**src/rtl/sha256_pkg.sv**
```systemverilog
`default_nettype none
// ============================================================================
//  Module      : sha256_pkg
//  Description : Shared phase codes, block geometry and the scheduler FSM
//                encoding for the SHA-256 message scheduler / compressor pair.
//  Revision    : 1.0  initial release
// ============================================================================
package sha256_pkg;

    // Phase codes seen on the scheduler/compressor boundary
    localparam logic [1:0] ST_IDLE   = 2'b00;
    localparam logic [1:0] ST_RND_LO = 2'b01;
    localparam logic [1:0] ST_RND_HI = 2'b10;
    localparam logic [1:0] ST_DRAIN  = 2'b11;

    localparam int WORDS_PER_BLOCK = 16;
    localparam int ROUNDS          = 64;

    // Internal scheduler states; START is the one-cycle start-pulse slot
    typedef enum logic [1:0] {
        SCH_LOAD  = 2'd0,
        SCH_START = 2'd1,
        SCH_ROUND = 2'd2,
        SCH_DRAIN = 2'd3
    } sched_state_e;

    // Map an internal state plus round index onto the external phase code
    function automatic logic [1:0] phase_code(input sched_state_e st, input logic [5:0] rnd);
        logic [1:0] code;
        case (st)
            SCH_ROUND: code = (rnd < 6'(WORDS_PER_BLOCK)) ? ST_RND_LO : ST_RND_HI;
            SCH_DRAIN: code = ST_DRAIN;
            default:   code = ST_IDLE;
        endcase
        return code;
    endfunction

endpackage
`default_nettype wire

```
**src/rtl/msg_sigma.sv**
```systemverilog
`default_nettype none
// ============================================================================
//  Module      : msg_sigma
//  Description : Combinational SHA-256 message-schedule small sigma functions.
//                sigma0 = ROTR7 ^ ROTR18 ^ SHR3, sigma1 = ROTR17 ^ ROTR19 ^ SHR10
//  Revision    : 1.0  initial release
// ============================================================================
module msg_sigma #(
    parameter int DATA_WIDTH = 32
) (
    input  logic [DATA_WIDTH-1:0] s0_in,
    input  logic [DATA_WIDTH-1:0] s1_in,
    output logic [DATA_WIDTH-1:0] sigma0_out,
    output logic [DATA_WIDTH-1:0] sigma1_out
);

    function automatic logic [DATA_WIDTH-1:0] rotr(input logic [DATA_WIDTH-1:0] x,
                                                    input int unsigned n);
        return (x >> n) | (x << (DATA_WIDTH - n));
    endfunction

    // Both sigmas evaluated in parallel for the expansion adder tree
    always_comb begin
        sigma0_out = rotr(s0_in, 7)  ^ rotr(s0_in, 18) ^ (s0_in >> 3);
        sigma1_out = rotr(s1_in, 17) ^ rotr(s1_in, 19) ^ (s1_in >> 10);
    end

endmodule
`default_nettype wire

```
**src/rtl/msg_scheduler.sv**
```systemverilog
`default_nettype none
// ============================================================================
//  Module      : msg_scheduler
//  Description : Accepts a 16-word message block over valid/ready, expands it
//                on the fly into W0..W63 and sequences the compressor rounds,
//                followed by a fixed drain window for digest output.
//  Revision    : 1.0  initial release
// ============================================================================
module msg_scheduler
    import sha256_pkg::*;
#(
    parameter int DATA_WIDTH   = 32,   // only 32 is meaningful for SHA-256
    parameter int ROUNDS       = 64,
    parameter int DRAIN_CYCLES = 8
) (
    input  logic                  clk,
    input  logic                  rst_n,
    input  logic [DATA_WIDTH-1:0] word_in,
    input  logic                  word_valid_in,
    output logic                  word_ready_out,
    output logic                  start_out,
    output logic [DATA_WIDTH-1:0] w_out,
    output logic [5:0]            round_out,
    output logic [1:0]            fsm_state_out,
    output logic                  busy_out
);

    localparam int              DRAIN_W    = (DRAIN_CYCLES > 1) ? $clog2(DRAIN_CYCLES) : 1;
    localparam logic [DRAIN_W-1:0] LAST_DRAIN = DRAIN_W'(DRAIN_CYCLES - 1);
    localparam logic [5:0]      LAST_ROUND = 6'(ROUNDS - 1);
    localparam logic [4:0]      LAST_WORD  = 5'(WORDS_PER_BLOCK - 1);
    localparam logic [4:0]      FULL_COUNT = 5'(WORDS_PER_BLOCK);

    typedef logic [WORDS_PER_BLOCK-1:0][DATA_WIDTH-1:0] word_buf_t;

    sched_state_e        state_q, state_d;
    logic [4:0]          count_q, count_d;
    logic [5:0]          round_q, round_d;
    logic [DRAIN_W-1:0]  drain_q, drain_d;
    word_buf_t           buf_q,   buf_d;
    logic                ready_q, ready_d;
    logic                start_q, start_d;
    logic                busy_q,  busy_d;
    logic [1:0]          phase_q, phase_d;

    logic                  accept;
    logic [DATA_WIDTH-1:0] sigma0;
    logic [DATA_WIDTH-1:0] sigma1;
    logic [DATA_WIDTH-1:0] w_next;

    // Small sigmas over the taps W[t+1] and W[t+14] of the sliding window
    msg_sigma #(
        .DATA_WIDTH (DATA_WIDTH)
    ) u_sigma (
        .s0_in      (buf_q[1]),
        .s1_in      (buf_q[14]),
        .sigma0_out (sigma0),
        .sigma1_out (sigma1)
    );

    // Next-state, counter and window update for load, rounds and drain
    always_comb begin
        state_d = state_q;
        count_d = count_q;
        round_d = round_q;
        drain_d = drain_q;
        buf_d   = buf_q;
        busy_d  = busy_q;
        accept  = (state_q == SCH_LOAD) && ready_q && word_valid_in;
        w_next  = sigma1 + buf_q[9] + sigma0 + buf_q[0];

        case (state_q)
            SCH_LOAD: begin
                if (accept) begin
                    buf_d   = {word_in, buf_q[WORDS_PER_BLOCK-1:1]};
                    count_d = count_q + 5'd1;
                    busy_d  = 1'b1;
                    if (count_q == LAST_WORD) begin
                        state_d = SCH_START;
                    end
                end
            end
            SCH_START: begin
                state_d = SCH_ROUND;
                round_d = 6'd0;
            end
            SCH_ROUND: begin
                // buf[0] is consumed this cycle; W[t+16] enters at the top
                buf_d = {w_next, buf_q[WORDS_PER_BLOCK-1:1]};
                if (round_q == LAST_ROUND) begin
                    state_d = SCH_DRAIN;
                    drain_d = '0;
                end else begin
                    round_d = round_q + 6'd1;
                end
            end
            default: begin
                if (drain_q == LAST_DRAIN) begin
                    state_d = SCH_LOAD;
                    count_d = 5'd0;
                    round_d = 6'd0;
                    busy_d  = 1'b0;
                end else begin
                    drain_d = drain_q + DRAIN_W'(1);
                end
            end
        endcase

        ready_d = (state_d == SCH_LOAD) && (count_d < FULL_COUNT);
        start_d = (state_d == SCH_START);
        phase_d = phase_code(state_d, round_d);
    end

    // State and output registers; async reset aborts any block in flight
    always_ff @(posedge clk or negedge rst_n) begin
        if (!rst_n) begin
            state_q <= SCH_LOAD;
            count_q <= 5'd0;
            round_q <= 6'd0;
            drain_q <= '0;
            buf_q   <= '0;
            ready_q <= 1'b0;
            start_q <= 1'b0;
            busy_q  <= 1'b0;
            phase_q <= ST_IDLE;
        end else begin
            state_q <= state_d;
            count_q <= count_d;
            round_q <= round_d;
            drain_q <= drain_d;
            buf_q   <= buf_d;
            ready_q <= ready_d;
            start_q <= start_d;
            busy_q  <= busy_d;
            phase_q <= phase_d;
        end
    end

    assign word_ready_out = ready_q;
    assign start_out      = start_q;
    assign round_out      = round_q;
    assign fsm_state_out  = phase_q;
    assign busy_out       = busy_q;
    // W_t is presented only during rounds; zero while loading and draining
    assign w_out          = (state_q == SCH_ROUND) ? buf_q[0] : '0;

endmodule
`default_nettype wire
```
**config.mk**
```make
export PLATFORM = sky130hd
export DESIGN_NAME = msg_scheduler
export DESIGN_NICKNAME = d
export VERILOG_FILES = /design/src/rtl/sha256_pkg.sv /design/src/rtl/msg_sigma.sv /design/src/rtl/msg_scheduler.sv
export SDC_FILE = /design/constraint.sdc
export NUM_CORES = 1
export LEC_CHECK = 0
export BUFFER_PORTS_ARGS = -buffer_cell sky130_fd_sc_hd__buf_2
export CAP_MARGIN = 20
export CORE_MARGIN = 4
export CORE_UTILIZATION = 40
export CTS_CLUSTER_SIZE = 28
export DETAILED_ROUTE_END_ITERATION = 16
export PLACE_DENSITY = 0.59
export SKIP_LAST_GASP = 1
export SYNTH_ARGS = -nofsm -noshare
export SYNTH_HDL_FRONTEND = slang
export SYNTH_SLANG_ARGS = --single-unit
```
**constraint.sdc**
```tcl
create_clock -name clk -period 5.3 [get_ports clk]
set_clock_uncertainty 0.2 [all_clocks]
set_input_delay 1.06 -clock clk [delete_from_list [all_inputs] [get_ports clk]]
set_output_delay 1.06 -clock clk [all_outputs]
set_load 0.03 [all_outputs]
```
Yosys cells after proc, flatten, opt, wreduce, memory -nomap -nowiden
Index checks and enable logic that the tools add are counted.
Operators by class
  add/sub/neg operators: 6
  multipliers: 0
  div/mod/pow operators: 0
  $lt $le $gt $ge: 2
  eq/ne operators: 11
  shifts and indexed selects: 0
  multiplexer cells: 22
  bitwise operators: 10
  reduce and logical (&&, ||, !) cells: 12
Operators by type and width (number)
  512-bit one-hot mux with 2 select lines: 1
  512-bit 2-to-1 mux: 1
  32-bit adder: 3
  32-bit bitwise XOR: 2
  32-bit 2-to-1 mux: 1
  13-bit by 32-bit bitwise OR with 32-bit output: 1
  14-bit by 32-bit bitwise OR with 32-bit output: 1
  15-bit by 32-bit bitwise OR with 32-bit output: 1
  25-bit by 32-bit bitwise OR with 32-bit output: 1
  32-bit by 22-bit bitwise XOR with 32-bit output: 1
  32-bit by 29-bit bitwise XOR with 32-bit output: 1
  6-bit one-hot mux with 3 select lines: 1
  6-bit 2-to-1 mux: 2
  2-bit 2-to-1 mux: 5
  5-bit 2-to-1 mux: 2
  5-bit one-hot mux with 2 select lines: 1
  6-bit by 1-bit adder with 6-bit output, second input constant: 1
  2-bit == test, second input constant: 3
  6-bit == test, second input constant: 1
  6-bit by 5-bit < comparator with 1-bit output, second input constant: 1
  3-bit 2-to-1 mux: 2
  2-bit one-hot mux with 3 select lines: 1
  3-bit one-hot mux with 2 select lines: 1
  3-bit AND reduction: 2
  17 further kinds: 26
Word-level totals
  flip-flop bits (word level): 533
  latch bits: 0
  memory bits (writable): 0
  memory bits (read-only): 0
  input port bits: 35
  output and inout port bits: 43
  word-level logic and storage cells: 87
  memories kept: 0

Depth between registers and ports, before layout
  depth after elaboration: 7
  depth in mapped cells: 17
  mapped depth without buffers: 16

Hierarchy
Synthesis repeated with hierarchy kept, for this count alone.
Second synthesis, totals
  cells, all modules: 2773
  area total of the unflattened synthesis: 25177.9 µm²
Modules (own cells, without submodules)
  msg_scheduler: instances 1, cells an instance 2709, area each 23836.6 µm², seq. area each 13337.8 µm²
  msg_sigma: instances 1, cells an instance 64, area each 1341.3 µm², seq. area each 0.0 µm²

Least setup slack after synthesis
OpenSTA, ideal clock, no wires.
  path kind: register -> register
  start: register buf_q[40] (netlist name)
  end: register buf_q[505] (netlist name)
  library setup time: 130 ps
  data arrival time: 3803 ps
  required time: 4970 ps
  path slack: 1167 ps
  stages on the path, launching flop included: 17
  buffers on the path: 1
  clock period less this slack: 4133 ps
  cells stage by stage: dfrtp_1 -> clkbuf_1 -> xor2_1 -> xnor2_1 -> fa_1 -> fa_1 -> inv_1 -> ha_1 -> inv_1 -> fa_1 -> and2b_1 -> o211ai_2 -> a21oi_2 -> a2111oi_4 -> or4_1 -> a21boi_0 -> o31ai_1
On the way
  cells in the longest elaborated chain, start to end: 6
  elaborated cells between the ends (all ways): 7
  classes of those cells: add/sub (2); mux (1); bitwise (4)
Ends and longest elaborated chain
  start: declaration: RTL line msg_scheduler.sv:40  | word_buf_t buf_q, buf_d;
  start signal: assignment: RTL line msg_scheduler.sv:131  | buf_q <= buf_d;
  25-bit by 32-bit bitwise OR with 32-bit output / 14-bit by 32-bit bitwise OR with 32-bit output (equally long branches): RTL line msg_sigma.sv:19  | return (x >> n) | (x << (DATA_WIDTH - n));
  32-bit bitwise XOR: RTL line msg_sigma.sv:24  | sigma0_out = rotr(s0_in, 7) ^ rotr(s0_in, 18) ^ (s0_in >> 3);
  32-bit by 29-bit bitwise XOR with 32-bit output *: RTL line msg_sigma.sv:24
  32-bit adder * (2 in a row): RTL line msg_scheduler.sv:70  | w_next = sigma1 + buf_q[9] + sigma0 + buf_q[0];
  512-bit one-hot mux with 2 select lines *: RTL line msg_scheduler.sv:72  | case (state_q)
Mark *: on every way between the ends. The rest lies on a longest branch, timed or not.
A chain may end at the register's enable or synchronous reset.

Final worst setup path
  start: register buf_q[51] (netlist name)
  end: register buf_q[505] (netlist name)
On the way
  cells in the longest elaborated chain, start to end: 6
  elaborated cells between the ends (all ways): 7
  classes of those cells: add/sub (2); mux (1); bitwise (4)
Ends and longest elaborated chain (RTL line)
  14-bit by 32-bit bitwise OR with 32-bit output / 25-bit by 32-bit bitwise OR with 32-bit output (equally long branches): msg_sigma.sv:19
  32-bit bitwise XOR: msg_sigma.sv:24
  32-bit by 29-bit bitwise XOR with 32-bit output *: msg_sigma.sv:24
  32-bit adder * (2 in a row): msg_scheduler.sv:70
  512-bit one-hot mux with 2 select lines *: msg_scheduler.sv:72
Marks and branches as above.

==> flow_summary.toml <==
[run_status]
status = "complete, no violations"

[drt]
dr.pass1.iters = 5
routed_wl_um = 65400
wl_per_cell_um = 17.7
ant_nets = 0
dr_total_vias = 18000
vias_per_cell = 4.86
drt_iter0_markers = 1509
drcViolationCount = 0

[pwr]
swShare = 0.209
leakage_nw = 14.8
internal_power_mw = 6.48
ir_drop_mv = 0.232
power_density_mw_per_mm2 = 294
comb_power_share = 0.013
p_clk_frac = 0.490
total_power_mw = 8.20
seqPwrFrac = 0.497
switchingPower_mw = 1.72

[synth]
async_flop_share = 1.00
synth_xor_area_frac = 0.0490
synth-compound-area-share = 0.0670
synth.top_cell.area_share = 0.533
syn_area_per_cell_um2 = 8.80
synth_fa_ha_area_frac = 0.0697
synth_edf_count = 0
synth_area_leader_cell = "dfrtp_1"
synth.area.top_cells = "dfrtp_1 (53%), nand2_1 (20%), fa_1 (5.0%), o21ai_0 (2.9%), xnor2_1 (2.8%)"
synth_top_family_by_area = "simple AND/OR/NAND/NOR gates"
ys_seq_area_frac = 0.533
synth_nets = 2978
ys_seq_elements = 533
post-synth-top-count-cell = "nand2_1"
synthTopCellsByCount = "nand2_1 (1310), dfrtp_1 (533), o21ai_0 (147)"
synth_simple_gate_area_share = 0.227
muxShareOfSynthArea = 0.00370
netlist_area_mm2 = 0.0250
yosysWarnings = 0
synthCells = 2841
yosysUniqueCellTypes = 67
synth_ff_type = "dfrtp_1"

[setup_path]
worst_path_largest_cell_delay_ns = 0.52
crit_path_max_fanout = 6
rr_worst_depth = 15
end_kind = "flop"
path_buf_inv = 2
cpMaxStageDelayCell = "or4_1"
crit_family = "adder cells"
worstPathRequired_ns = 5.55
critPathKind = "flop to flop"
cp-start-kind = "flop"
arrival_ns = 4.91
cpMostUsedCell = "fa_1"
critical_path.reg2reg.endpoint = "buf_q[505]"
r2r_start = "buf_q[51]"
r2r_setup_slack_ns = 0.64
path_cells = "xor2_1 -> xnor2_1 -> fa_1 -> fa_1 -> inv_1 -> ha_1 -> inv_1 -> fa_1 -> and2b_1 -> o211ai_2 -> a21oi_2 -> a2111oi_4 -> or4_1 -> a21boi_0 -> o31ai_1"

[global_route]
grt_pass1_vias = 17700
grt_start_max_net_pins = 191
antenna_found_initial = 1
overflow = 0
grt_pass1_wl_um = 104000
grt.total_usage = 0.197

[clocking]
clock-sinks = 533
cts_root_buf = "clkbuf_16"
cts_setup_buffers = 0
clk_latency_ns = 0.61
cts_max_level = 2
cts.path.max_buffers = 3
cts_tree = "yes"
post_cts_resized = 0
hold_buffers = 0
cts.clk_slew.worst_paths_ns = 0.06
cts_buffers = 55

[sta]
finalCriticalPeriod_ns = 4.66
setup_slack_ns = 0.638
hold_viol = 0
timing.final.crit_share = 0.880
drv_slew = 0
fin_setup_tns_ns = 0
setup_viol = 0
maxSlewHeadroom = 0.431
tightest_slew_ns = 0.854
rsz0062_at_grt = "no"
fmax_mhz = 214

[finish]
nNetsFinal = 2959
n_antenna_cell = 0
synthToLayoutAreaGrowth_pct = 11.6
final_cells = 3698
fin_area_mm2 = 0.0279
drive_gt1_frac = 0.0696

[floorplanning]
die_h_um = 258
io_pins = 78
die_w_um = 258
start_util = 0.404
die_area_mm2 = 0.0666
std_cell_rows = 91
core_mm2 = 0.0618

[placed_design]
place_area_mm2 = 0.0260
numPortBuffers = 77
place.gp.congestion = 0.928
place_ws_ns = 0.737
dp_hpwl_um = 45500
placed_cells = 3602

[hold_path]
worstHoldStart = "buf_q[511]"
holdPathStages = 2
min_to = "buf_q[479]"
hp-class = "flop to flop"

[run]
cap_violations = 0
-- cell type report --
type,count,area [µm²]
fill,5996,33900
tap,837,1050
clock inverter,14,248
clock buffer,82,1620
inverter,134,503
sequential,533,13300
timing repair buffer,100,706
multi-input combinational,1998,10400
-- power groups by stage --
stage | sequential (mW) | combinational, mW | clock (mW)
after floorplan | 4.15 | 0.00325 | 0
after global placement | 4.14 | 0.112 | 0
after detailed placement | 4.14 | 0.115 | 0
after CTS | 4.07 | 0.114 | 4.11
after global routing | 4.07 | 0.126 | 4.28
final | 4.07 | 0.107 | 4.02
-- per-layer routing --
layer	share of wire	wire, µm	GRT usage	vias to the layer above
li1	-	-	-	8757
met1	0.48	31600	0.296	8775
met2	0.45	29400	0.304	356
met3	0.050	3300	0.0330	72
met4	0.018	1160	0.0425	0
met5	0	0	0	-
-- worst register-to-register path, delay by kind of cell, from the launching register on --
family                     cells  cell delay, ns
AOI/OAI and AO/OA              5            0.84
xor gates and xnor gates       2            0.56
adders and majority gates      4            1.52
buffers and inverters          2            0.14
DFF                            1            0.46
and+or+nand+nor                2            0.79
-- cells by family (layout without fill, tap and decap cells) --
kind of cell | count (synthesis) | after routing
muxes | 9 | 9
and+or+nand+nor | 1464 | 1464
AOI/OAI and AO/OA | 283 | 283
xor gates and xnor gates | 140 | 140
DFF | 533 | 533
buffers and inverters | 310 | 330
adders and majority gates | 102 | 102
-- cells in the final DEF, fill, tap and decap left out, types with 11 or more instances in the layout --
cell type	instances
a21oi_1	65
and3_1	16
buf_12	11
buf_2	76
buf_4	12
clkbuf_1	14
clkbuf_16	56
clkbuf_8	12
dfrtp_1	533
fa_1	62
ha_1	40
inv_1	133
nand2_1	1310
nand3_1	12
nor2_1	70
nor3_1	17
o21ai_0	146
xnor2_1	80
xor2_1	60
-- flip-flops by register name (all words and copies together) (netlist names) --
register and cells:
round_out 6, start_out 1, count_q 5, word_ready_out 1
buf_q 512, drain_q 3, busy_out 1, fsm_state_out 2
state_q 2
-- worst max path at each step --
stage | to | depth (start not counted) | slack, ns | startpoint
after global routing | buf_q[505] | 15 | 0.38 | buf_q[40]
after global placement | buf_q[505] | 15 | 0.76 | buf_q[51]
final | buf_q[505] | 15 | 0.64 | buf_q[51]
after CTS | buf_q[505] | 15 | 0.66 | buf_q[40]
after detailed placement | buf_q[505] | 15 | 0.74 | buf_q[40]
after floorplan | buf_q[505] | 16 | 1.17 | buf_q[40]
-- per-stage QoR --
stage	util	hold WS, ns
after floorplan	-	0.237
after global placement	0.421	0.248
after detailed placement	0.421	0.254
after CTS	0.451	0.257
after global routing	0.451	0.276
final	0.451	0.261
Power figures use the tool's default switching activity.
